--- src/rtl/mux2_arb_pkg.sv ---
// Shared definitions for the two-requester round-robin arbiter:
// arbitration mode encoding and the beat-counter width helper.
package mux2_arb_pkg;

   typedef enum logic {
      MODE_FREE   = 1'b0,
      MODE_LOCKED = 1'b1
   } mode_e;

   // Enough bits to hold a count that saturates at max_beats.
   function automatic int beat_cnt_w(input int max_beats);
      return $clog2(max_beats + 1);
   endfunction

endpackage

--- src/rtl/mux2_ands.sv ---
// One bit lane of the shared bus: 2:1 mux followed by an AND enable,
// matching a 74LVC1G157 feeding a 74LVC1G08.
module mux2_ands (
   input  logic [1:0] i_i,
   input  logic       s_i,
   input  logic       b_i,
   output logic       y_o
);

   assign y_o = b_i & (s_i ? i_i[1] : i_i[0]);

endmodule

--- src/rtl/mux2_rr_arbiter.sv ---
// Round-robin arbiter sharing one gated 2:1 mux datapath between two
// valid/ready sources; grant locks across stalls and multi-beat packets.
module mux2_rr_arbiter
   import mux2_arb_pkg::*;
#(
   parameter int WIDTH     = 8,
   parameter int MAX_BEATS = 16
) (
   input  logic             clk_i,
   input  logic             rst_i,
   input  logic [1:0]       req_valid_i,
   input  logic [1:0]       req_last_i,
   input  logic [WIDTH-1:0] req0_data_i,
   input  logic [WIDTH-1:0] req1_data_i,
   output logic [1:0]       req_ready_o,
   output logic             out_valid_o,
   output logic [WIDTH-1:0] out_data_o,
   output logic             out_sel_o,
   input  logic             out_ready_i,
   output logic             err_o
);

   localparam int              BW        = beat_cnt_w(MAX_BEATS);
   localparam logic [BW-1:0]   BEAT_SAT  = BW'(MAX_BEATS);
   localparam logic [BW-1:0]   BEAT_WARN = BW'(MAX_BEATS - 1);

   mode_e         mode_q, mode_d;
   logic          gnt_q, gnt_d;
   logic          prio_q, prio_d;
   logic          err_q, err_d;
   logic [BW-1:0] beat_q, beat_d;

   logic sel;
   logic hs;
   logic last;

   // Select depends only on registered state and valids, never on out_ready_i.
   always_comb begin
      sel = prio_q;
      if (mode_q == MODE_LOCKED) begin
         sel = gnt_q;
      end else begin
         case (req_valid_i)
            2'b01:   sel = 1'b0;
            2'b10:   sel = 1'b1;
            default: sel = prio_q;
         endcase
      end
   end

   assign out_sel_o   = sel & ~rst_i;
   assign out_valid_o = req_valid_i[sel] & ~rst_i;
   assign req_ready_o = (out_ready_i & ~rst_i) ? (sel ? 2'b10 : 2'b01) : 2'b00;
   assign err_o       = err_q & ~rst_i;

   assign hs   = out_valid_o & out_ready_i;
   assign last = req_last_i[sel];

   always_comb begin
      mode_d = mode_q;
      gnt_d  = gnt_q;
      prio_d = prio_q;
      err_d  = err_q;
      beat_d = beat_q;
      case (mode_q)
         MODE_FREE: begin
            if (out_valid_o && (!out_ready_i || !last)) begin
               mode_d = MODE_LOCKED;
               gnt_d  = sel;
            end
         end
         default: begin
            if (hs && last) mode_d = MODE_FREE;
         end
      endcase
      if (hs) begin
         if (last) begin
            prio_d = ~sel;
            beat_d = '0;
         end else begin
            if (beat_q == BEAT_WARN) err_d = 1'b1;
            if (beat_q != BEAT_SAT) beat_d = beat_q + 1'b1;
         end
      end
   end

   always_ff @(posedge clk_i) begin
      if (rst_i) begin
         mode_q <= MODE_FREE;
         gnt_q  <= 1'b0;
         prio_q <= 1'b0;
         err_q  <= 1'b0;
         beat_q <= '0;
      end else begin
         mode_q <= mode_d;
         gnt_q  <= gnt_d;
         prio_q <= prio_d;
         err_q  <= err_d;
         beat_q <= beat_d;
      end
   end

   for (genvar k = 0; k < WIDTH; k++) begin : g_lane
      mux2_ands u_lane (
         .i_i ({req1_data_i[k], req0_data_i[k]}),
         .s_i (out_sel_o),
         .b_i (out_valid_o),
         .y_o (out_data_o[k])
      );
   end

endmodule

--- config.mk ---
export PLATFORM = sky130hd
export DESIGN_NAME = mux2_rr_arbiter
export DESIGN_NICKNAME = d
export VERILOG_FILES = /design/src/rtl/mux2_arb_pkg.sv /design/src/rtl/mux2_ands.sv /design/src/rtl/mux2_rr_arbiter.sv
export SDC_FILE = /design/constraint.sdc
export NUM_CORES = 1
export LEC_CHECK = 0
export CAP_MARGIN = 25
export CORE_MARGIN = 10
export CORE_UTILIZATION = 45
export CTS_CLUSTER_SIZE = 8
export DETAILED_ROUTE_END_ITERATION = 16
export GPL_TIMING_DRIVEN = 0
export PLACE_DENSITY = 0.81
export REMOVE_ABC_BUFFERS = 1
export SYNTH_ARGS = -nofsm -noshare
export SYNTH_HDL_FRONTEND = slang
export SYNTH_SLANG_ARGS = --single-unit
--- constraint.sdc ---
create_clock -name clk_i -period 6.4 [get_ports clk_i]
set_input_delay 1.92 -clock clk_i [delete_from_list [all_inputs] [get_ports clk_i]]
set_output_delay 1.92 -clock clk_i [all_outputs]
set_load 0.02 [all_outputs]
==> impl_metrics.json, run 1 <==
{
  "row_count": 16,
  "synth_flop_cell": "dfxtp_1",
  "cts_buffer_depth": 2,
  "die_x_um": 66.1,
  "worst_pin_slew_ns": 0.719,
  "clock_latency_ns": 0.27,
  "routed_wl_um": 2810,
  "dp.cells": 167,
  "synth-edff-count": 0,
  "required_ns": 4.48,
  "antenna_found_initial": 0,
  "rsz0062_at_grt": "no",
  "finalSetupViolCount": 0,
  "min_period_ns": 6.29,
  "ir_worst_vdd_mv": 0.145,
  "maxSlewViolCount": 0,
  "startpoint_type": "input pin",
  "hpwl_um": 2180,
  "die_y_um": 66.1,
  "slew_headroom_pct": 51.9,
  "utilization_pct": 67.8,
  "crit_path_end_kind": "primary output",
  "power.density_mw_per_mm2": 155,
  "synth.cell_area_um2": 957,
  "grtUsageTotal_pct": 12.7,
  "io_pins": 36,
  "final_cell_mix": "33 x clkdlybuf4s50_1, 10 x mux2i_1, 9 x dfxtp_1",
  "ctsHoldBuffers": 0,
  "yosysWarnings": 0,
  "htreeDepth": 1,
  "status": "completed",
  "grt_overflow_total": 0,
  "layout_commonest_cell": "clkdlybuf4s50_1",
  "cts_tree": "built",
  "via_per_inst": 5.68,
  "p_leak_nw": 0.471,
  "ys_types": 33,
  "hold_viol_final": 0,
  "port-buffer-count": 35,
  "path_max_fanout": 9,
  "insertedDiodeCount": 0,
  "period_share_pct": 98.3,
  "ys_seq_area_share_pct": 18.8,
  "grt_pass1_wl_um": 4420,
  "drt-initial-drc-count": 61,
  "cts_buffers": 3,
  "wl_per_cell_um": 16.2,
  "async_flop_share_pct": 0,
  "initial_core_util_pct": 47.8,
  "max_freq_ghz": 0.159,
  "area_growth_pct": 41.8,
  "ys_ff_latch": 9,
  "clk_pin_slew_worst_paths_ns": 0.06,
  "synthCells": 117,
  "drc": 0,
  "routabilityCongestion": 0.895,
  "final_cells": 173,
  "core_area_mm2": 0.00200,
  "fin_worst_skew_ns": 0.000869,
  "cp.arrival_ns": 4.37,
  "via_count": 982,
  "worstSetupPathType": "input pin to primary output",
  "total_power_mw": 0.210,
  "first_pass_iters": 4,
  "drv_cap": 0,
  "grt_max_degree": 20,
  "die_area_mm2": 0.00437,
  "first_global_vias": 924,
  "num-nets-final": 174,
  "worstHoldPathType": "register to register",
  "layout-drive-gt1-share_pct": 12.3,
  "tns_ns": 0,
  "ant_nets": 0,
  "ctsRootBufferMaster": "clkbuf_4",
  "postSynthAreaPerCell_um2": 8.18,
  "cts.sinks": 9
}
## stage by stage
stage | cell area [um^2] | hold WS [ns] | worst slack [ns]
after detailed placement | 1270 | 0.501 | -0.552
after CTS | 1360 | 0.508 | 0.00478
after floorplan | 877 | 0.461 | -0.133
after global placement | 1260 | 0.482 | -1.07
after global routing | 1360 | 0.543 | 0.0209
final | 1360 | 0.512 | 0.108
## cells by family (layout without fill, tap and decap cells)
family	count (synthesis)	in the layout	share of synthesized area, %
muxes	16	17	18.8
buffers and inverters	20	48	11.5
AOI/OAI and AO/OA	24	24	20.9
DFF	9	9	18.8
and+or+nand+nor	44	44	24.7
adders and majority gates	4	4	5.23
## area by class of cell
class	count	area, um^2
Multi-Input combinational cell	89	723
Inverter	8	30.0
Sequential cell	9	180
Fill cell	170	644
Clock buffer	4	26.3
Tap cell	27	33.8
Timing Repair Buffer	36	364
## flip-flops by register name, summed over array words and instances, names as in the netlist
register	count
beat_q	5
err_q	1
gnt_q	1
mode_q	1
prio_q	1
## power breakdown
| group | total [mW] | internal, mW | switching, mW |
|---|---|---|---|
| clock | 0.0439 | 0.0240 | 0.0199 |
| sequential | 0.0635 | 0.0587 | 0.00476 |
| combinational | 0.103 | 0.0506 | 0.0521 |
| total | 0.210 | 0.133 | 0.0767 |
## timing repair
action | 4_1_cts | 5_1_grt
gates resized for setup | 6 | 2
cloned | 1 | 0
endpoints found under the hold margin | 0 | 0
pin swaps | 1 | 0
setup buffers | 1 | 0
setup endpoints to repair | 10 | 9
## worst max-delay path: stages
cell and delay, ns:
dlygate4sd2_1 0.48, ha_4 0.29, mux2_4 0.35, o21ai_4 0.28
mux2i_2 0.38, nor3_1 0.10, clkdlybuf4s50_1 0.57
## routing by layer
metal,vias up,part of all wire (%),global-route usage (%)
met5,-,0,0
met4,0,1.4,4.71
met3,5,11,3.05
met2,50,43,19.6
met1,441,44,16.5
li1,486,-,-
## synth_stat cells (2+ instances only)
master,count,area [um^2]
a211oi_1,2,15.0
and3_1,2,12.5
buf_4,9,67.6
clkbuf_1,2,7.51
dfxtp_1,9,180
ha_1,4,50.1
inv_1,8,30.0
mux2_2,2,22.5
mux2_4,2,30.0
mux2i_1,10,100
mux2i_2,2,27.5
nand2_1,7,26.3
nand2b_1,3,18.8
nand3_1,4,20.0
nand4_1,4,25.0
nor2_1,7,26.3
nor2b_1,5,31.3
nor3_1,8,40.0
o2111ai_1,2,17.5
o211ai_1,7,52.6
o21ai_0,4,20.0
o21ai_1,3,15.0
## path summary, 6_finish.rpt
check / cells after the start / startpoint / slack, ns / endpoint
worst min register to register: 2 / gnt_q$_SDFFE_PP0P_ / 0.51 / gnt_q$_SDFFE_PP0P_
worst max register to register: 4 / mode_q$_SDFF_PP0_ / 4.62 / beat_q[4]$_SDFFE_PP0P_
worst max-delay path: 7 / req_valid_i[1] / 0.11 / out_data_o[0]
worst min-delay path: 2 / gnt_q$_SDFFE_PP0P_ / 0.51 / gnt_q$_SDFFE_PP0P_
Note: power is estimated with default switching activity, not from simulation.
==> run 2: changes to the inputs <==
--- a/config.mk
+++ b/config.mk
@@ -7,12 +7,13 @@
 export LEC_CHECK = 0
 export CAP_MARGIN = 25
 export CORE_MARGIN = 10
-export CORE_UTILIZATION = 45
+export CORE_UTILIZATION = 47
 export CTS_CLUSTER_SIZE = 8
 export DETAILED_ROUTE_END_ITERATION = 16
 export GPL_TIMING_DRIVEN = 0
-export PLACE_DENSITY = 0.81
+export PLACE_DENSITY = 0.84
 export REMOVE_ABC_BUFFERS = 1
 export SYNTH_ARGS = -nofsm -noshare
 export SYNTH_HDL_FRONTEND = slang
 export SYNTH_SLANG_ARGS = --single-unit
+export TNS_END_PERCENT = 5
==> run 2 against run 1 <==
Net effect: global-route usage up 1.0 points; combinational power about the same; worst setup slack got worse by 0.0027 ns; hold slack improved by 0.013 ns; via count rose by 2.9%; maximum frequency about the same; sequential share of layout area hardly changed; register-to-register slack better by 0.08 ns; clock-buffer cell count stayed put; die area down 3.0%; clock power grew 8.9%; sequential power about the same.
==> impl_metrics.json, run 2 (synthesized netlist as in run 1, its figures left out) <==
{
  "swShare_pct": 37.7,
  "insertedDiodeCount": 0,
  "grt_max_degree": 20,
  "cpLargestDelayFamily": "buffers and inverters",
  "core_area_mm2": 0.00194,
  "drv_cap": 0,
  "final_cell_mix": "33 x clkdlybuf4s50_1, 10 x mux2i_1, 9 x dfxtp_1",
  "cts_buffers": 3,
  "wl_per_cell_um": 17.2,
  "worstHoldPathType": "register to register",
  "finalSetupViolCount": 0,
  "ir_worst_vdd_mv": 0.133,
  "cts_buffer_depth": 2,
  "path_buf_inv": 2,
  "row_count": 16,
  "die_y_um": 65.1,
  "p_int_mw": 0.132,
  "largest_register_ffs": 5,
  "initial_core_util_pct": 49.3,
  "first_pass_iters": 4,
  "path_max_fanout": 9,
  "p_leak_nw": 0.473,
  "port-buffer-count": 35,
  "io_pins": 36,
  "status": "completed",
  "crit_path_cell_trace": "dlygate4sd2_1 -> ha_4 -> mux2_4 -> o21ai_4 -> mux2i_2 -> nor3_1 -> clkdlybuf4s50_1",
  "antenna_found_initial": 0,
  "power_frac_clock_pct": 22.5,
  "hp-start": "gnt_q$_SDFFE_PP0P_",
  "fin_worst_skew_ns": 0.00274,
  "largest_register": "beat_q",
  "layout_commonest_cell": "clkdlybuf4s50_1",
  "via_count": 1010,
  "clock_latency_ns": 0.27,
  "cts.sinks": 9,
  "via_per_inst": 5.80,
  "min_period_ns": 6.29,
  "routed_wl_um": 2990,
  "utilization_pct": 69.7,
  "dpl_cell_area_mm2": 0.00127,
  "drc": 0,
  "cts_tree": "built",
  "routabilityCongestion": 0.917,
  "max_freq_ghz": 0.159,
  "cp.arrival_ns": 4.37,
  "clk_pin_slew_worst_paths_ns": 0.07,
  "grt_pass1_wl_um": 4710,
  "first_global_vias": 943,
  "r2r-start": "mode_q$_SDFF_PP0_",
  "layout-drive-gt1-share_pct": 12.9,
  "maxSlewViolCount": 0,
  "slew_headroom_pct": 49.4,
  "p_switching_mw": 0.0803,
  "worstSetupPathType": "input pin to primary output",
  "num-nets-final": 175,
  "slowest_delay_ns": 0.58,
  "htreeDepth": 1,
  "period_share_pct": 98.4,
  "sequentialPowerShare_pct": 29.7,
  "ctsRootBufferMaster": "clkbuf_4",
  "grtUsageTotal_pct": 13.7,
  "hold_viol_final": 0,
  "area_growth_pct": 41.3,
  "crit_path_end_kind": "primary output",
  "required_ns": 4.48,
  "power.density_mw_per_mm2": 157,
  "crit_start": "req_valid_i[1]",
  "design_area_mm2": 0.00135,
  "rsz0062_at_grt": "no",
  "grt_overflow_total": 0,
  "ant_nets": 0,
  "critPathSlowestCell": "clkdlybuf4s50_1",
  "pwr-share-comb_pct": 47.8,
  "worst_pin_slew_ns": 0.757,
  "die_x_um": 65.1,
  "ctsHoldBuffers": 0,
  "drt-initial-drc-count": 53,
  "hpwl_um": 2190,
  "die_area_mm2": 0.00424,
  "startpoint_type": "input pin"
}
run 2: worst register-to-register path: stages (launching register included):
cell	delay, ns
dfxtp_1	0.55
nand2b_1	0.20
o32ai_1	0.49
o21ai_1	0.19
o211ai_1	0.19
run 2: path summary, 6_finish.rpt:
check / end / slack [ns] / depth (start not counted)
worst max-delay path: out_data_o[3] / 0.11 / 7
worst max register to register: beat_q[1]$_SDFFE_PP0P_ / 4.70 / 4
worst min register to register: gnt_q$_SDFFE_PP0P_ / 0.53 / 2
worst min-delay path: gnt_q$_SDFFE_PP0P_ / 0.53 / 2
run 2: final cells by class:
cell class | instances | area (um^2)
Inverter | 8 | 30.0
Tap cell | 27 | 33.8
Multi-Input combinational cell | 89 | 723
Sequential cell | 9 | 180
Clock buffer | 4 | 26.3
Timing Repair Buffer | 37 | 359
Fill cell | 158 | 589
run 2: through the flow:
| stage | worst slack (ns) | TNS [ns] | hold WS (ns) | total power, mW | instances |
|---|---|---|---|---|---|
| floorplan | -0.133 | -0.938 | 0.461 | 0.116 | 105 |
| global placement | -1.02 | -9.05 | 0.481 | 0.152 | 167 |
| detailed placement | -0.581 | -4.75 | 0.494 | 0.155 | 167 |
| CTS | 0.0208 | 0 | 0.528 | 0.211 | 174 |
| global route | 0.00486 | 0 | 0.564 | 0.222 | 174 |
| finish | 0.106 | 0 | 0.526 | 0.213 | 174 |
run 2: metal layers:
metal	vias to the layer above	GRT usage, %	wire length [um]
met1	465	17.6	1400
met3	4	3.39	291
li1	487	-	-
met2	54	22.5	1270
met5	-	0	0
met4	0	3.21	25
run 2: power groups by stage:
stage | clock network (mW) | registers (mW) | logic (mW)
5_1_grt | 0.0499 | 0.0636 | 0.109
2_1_floorplan | 0 | 0.0633 | 0.0531
3_5_place_dp | 0 | 0.0641 | 0.0912
6_report | 0.0478 | 0.0632 | 0.102
4_1_cts | 0.0473 | 0.0631 | 0.101
3_3_place_gp | 0 | 0.0639 | 0.0883
run 2: what timing repair did:
item,CTS,global route
endpoints found under the setup margin,10,9
cloned,1,0
endpoints found under the hold margin,0,0
pin swaps,1,0
resized for setup,6,2
buffers inserted,2,0
==> run 3: changes to the inputs <==
--- a/config.mk
+++ b/config.mk
@@ -5,7 +5,7 @@
 export SDC_FILE = /design/constraint.sdc
 export NUM_CORES = 1
 export LEC_CHECK = 0
-export CAP_MARGIN = 25
+export CAP_MARGIN = 20
 export CORE_MARGIN = 10
 export CORE_UTILIZATION = 47
 export CTS_CLUSTER_SIZE = 8
==> results of run 3 <==
The final DEF is identical to that of run 2; final timing and power are the same.
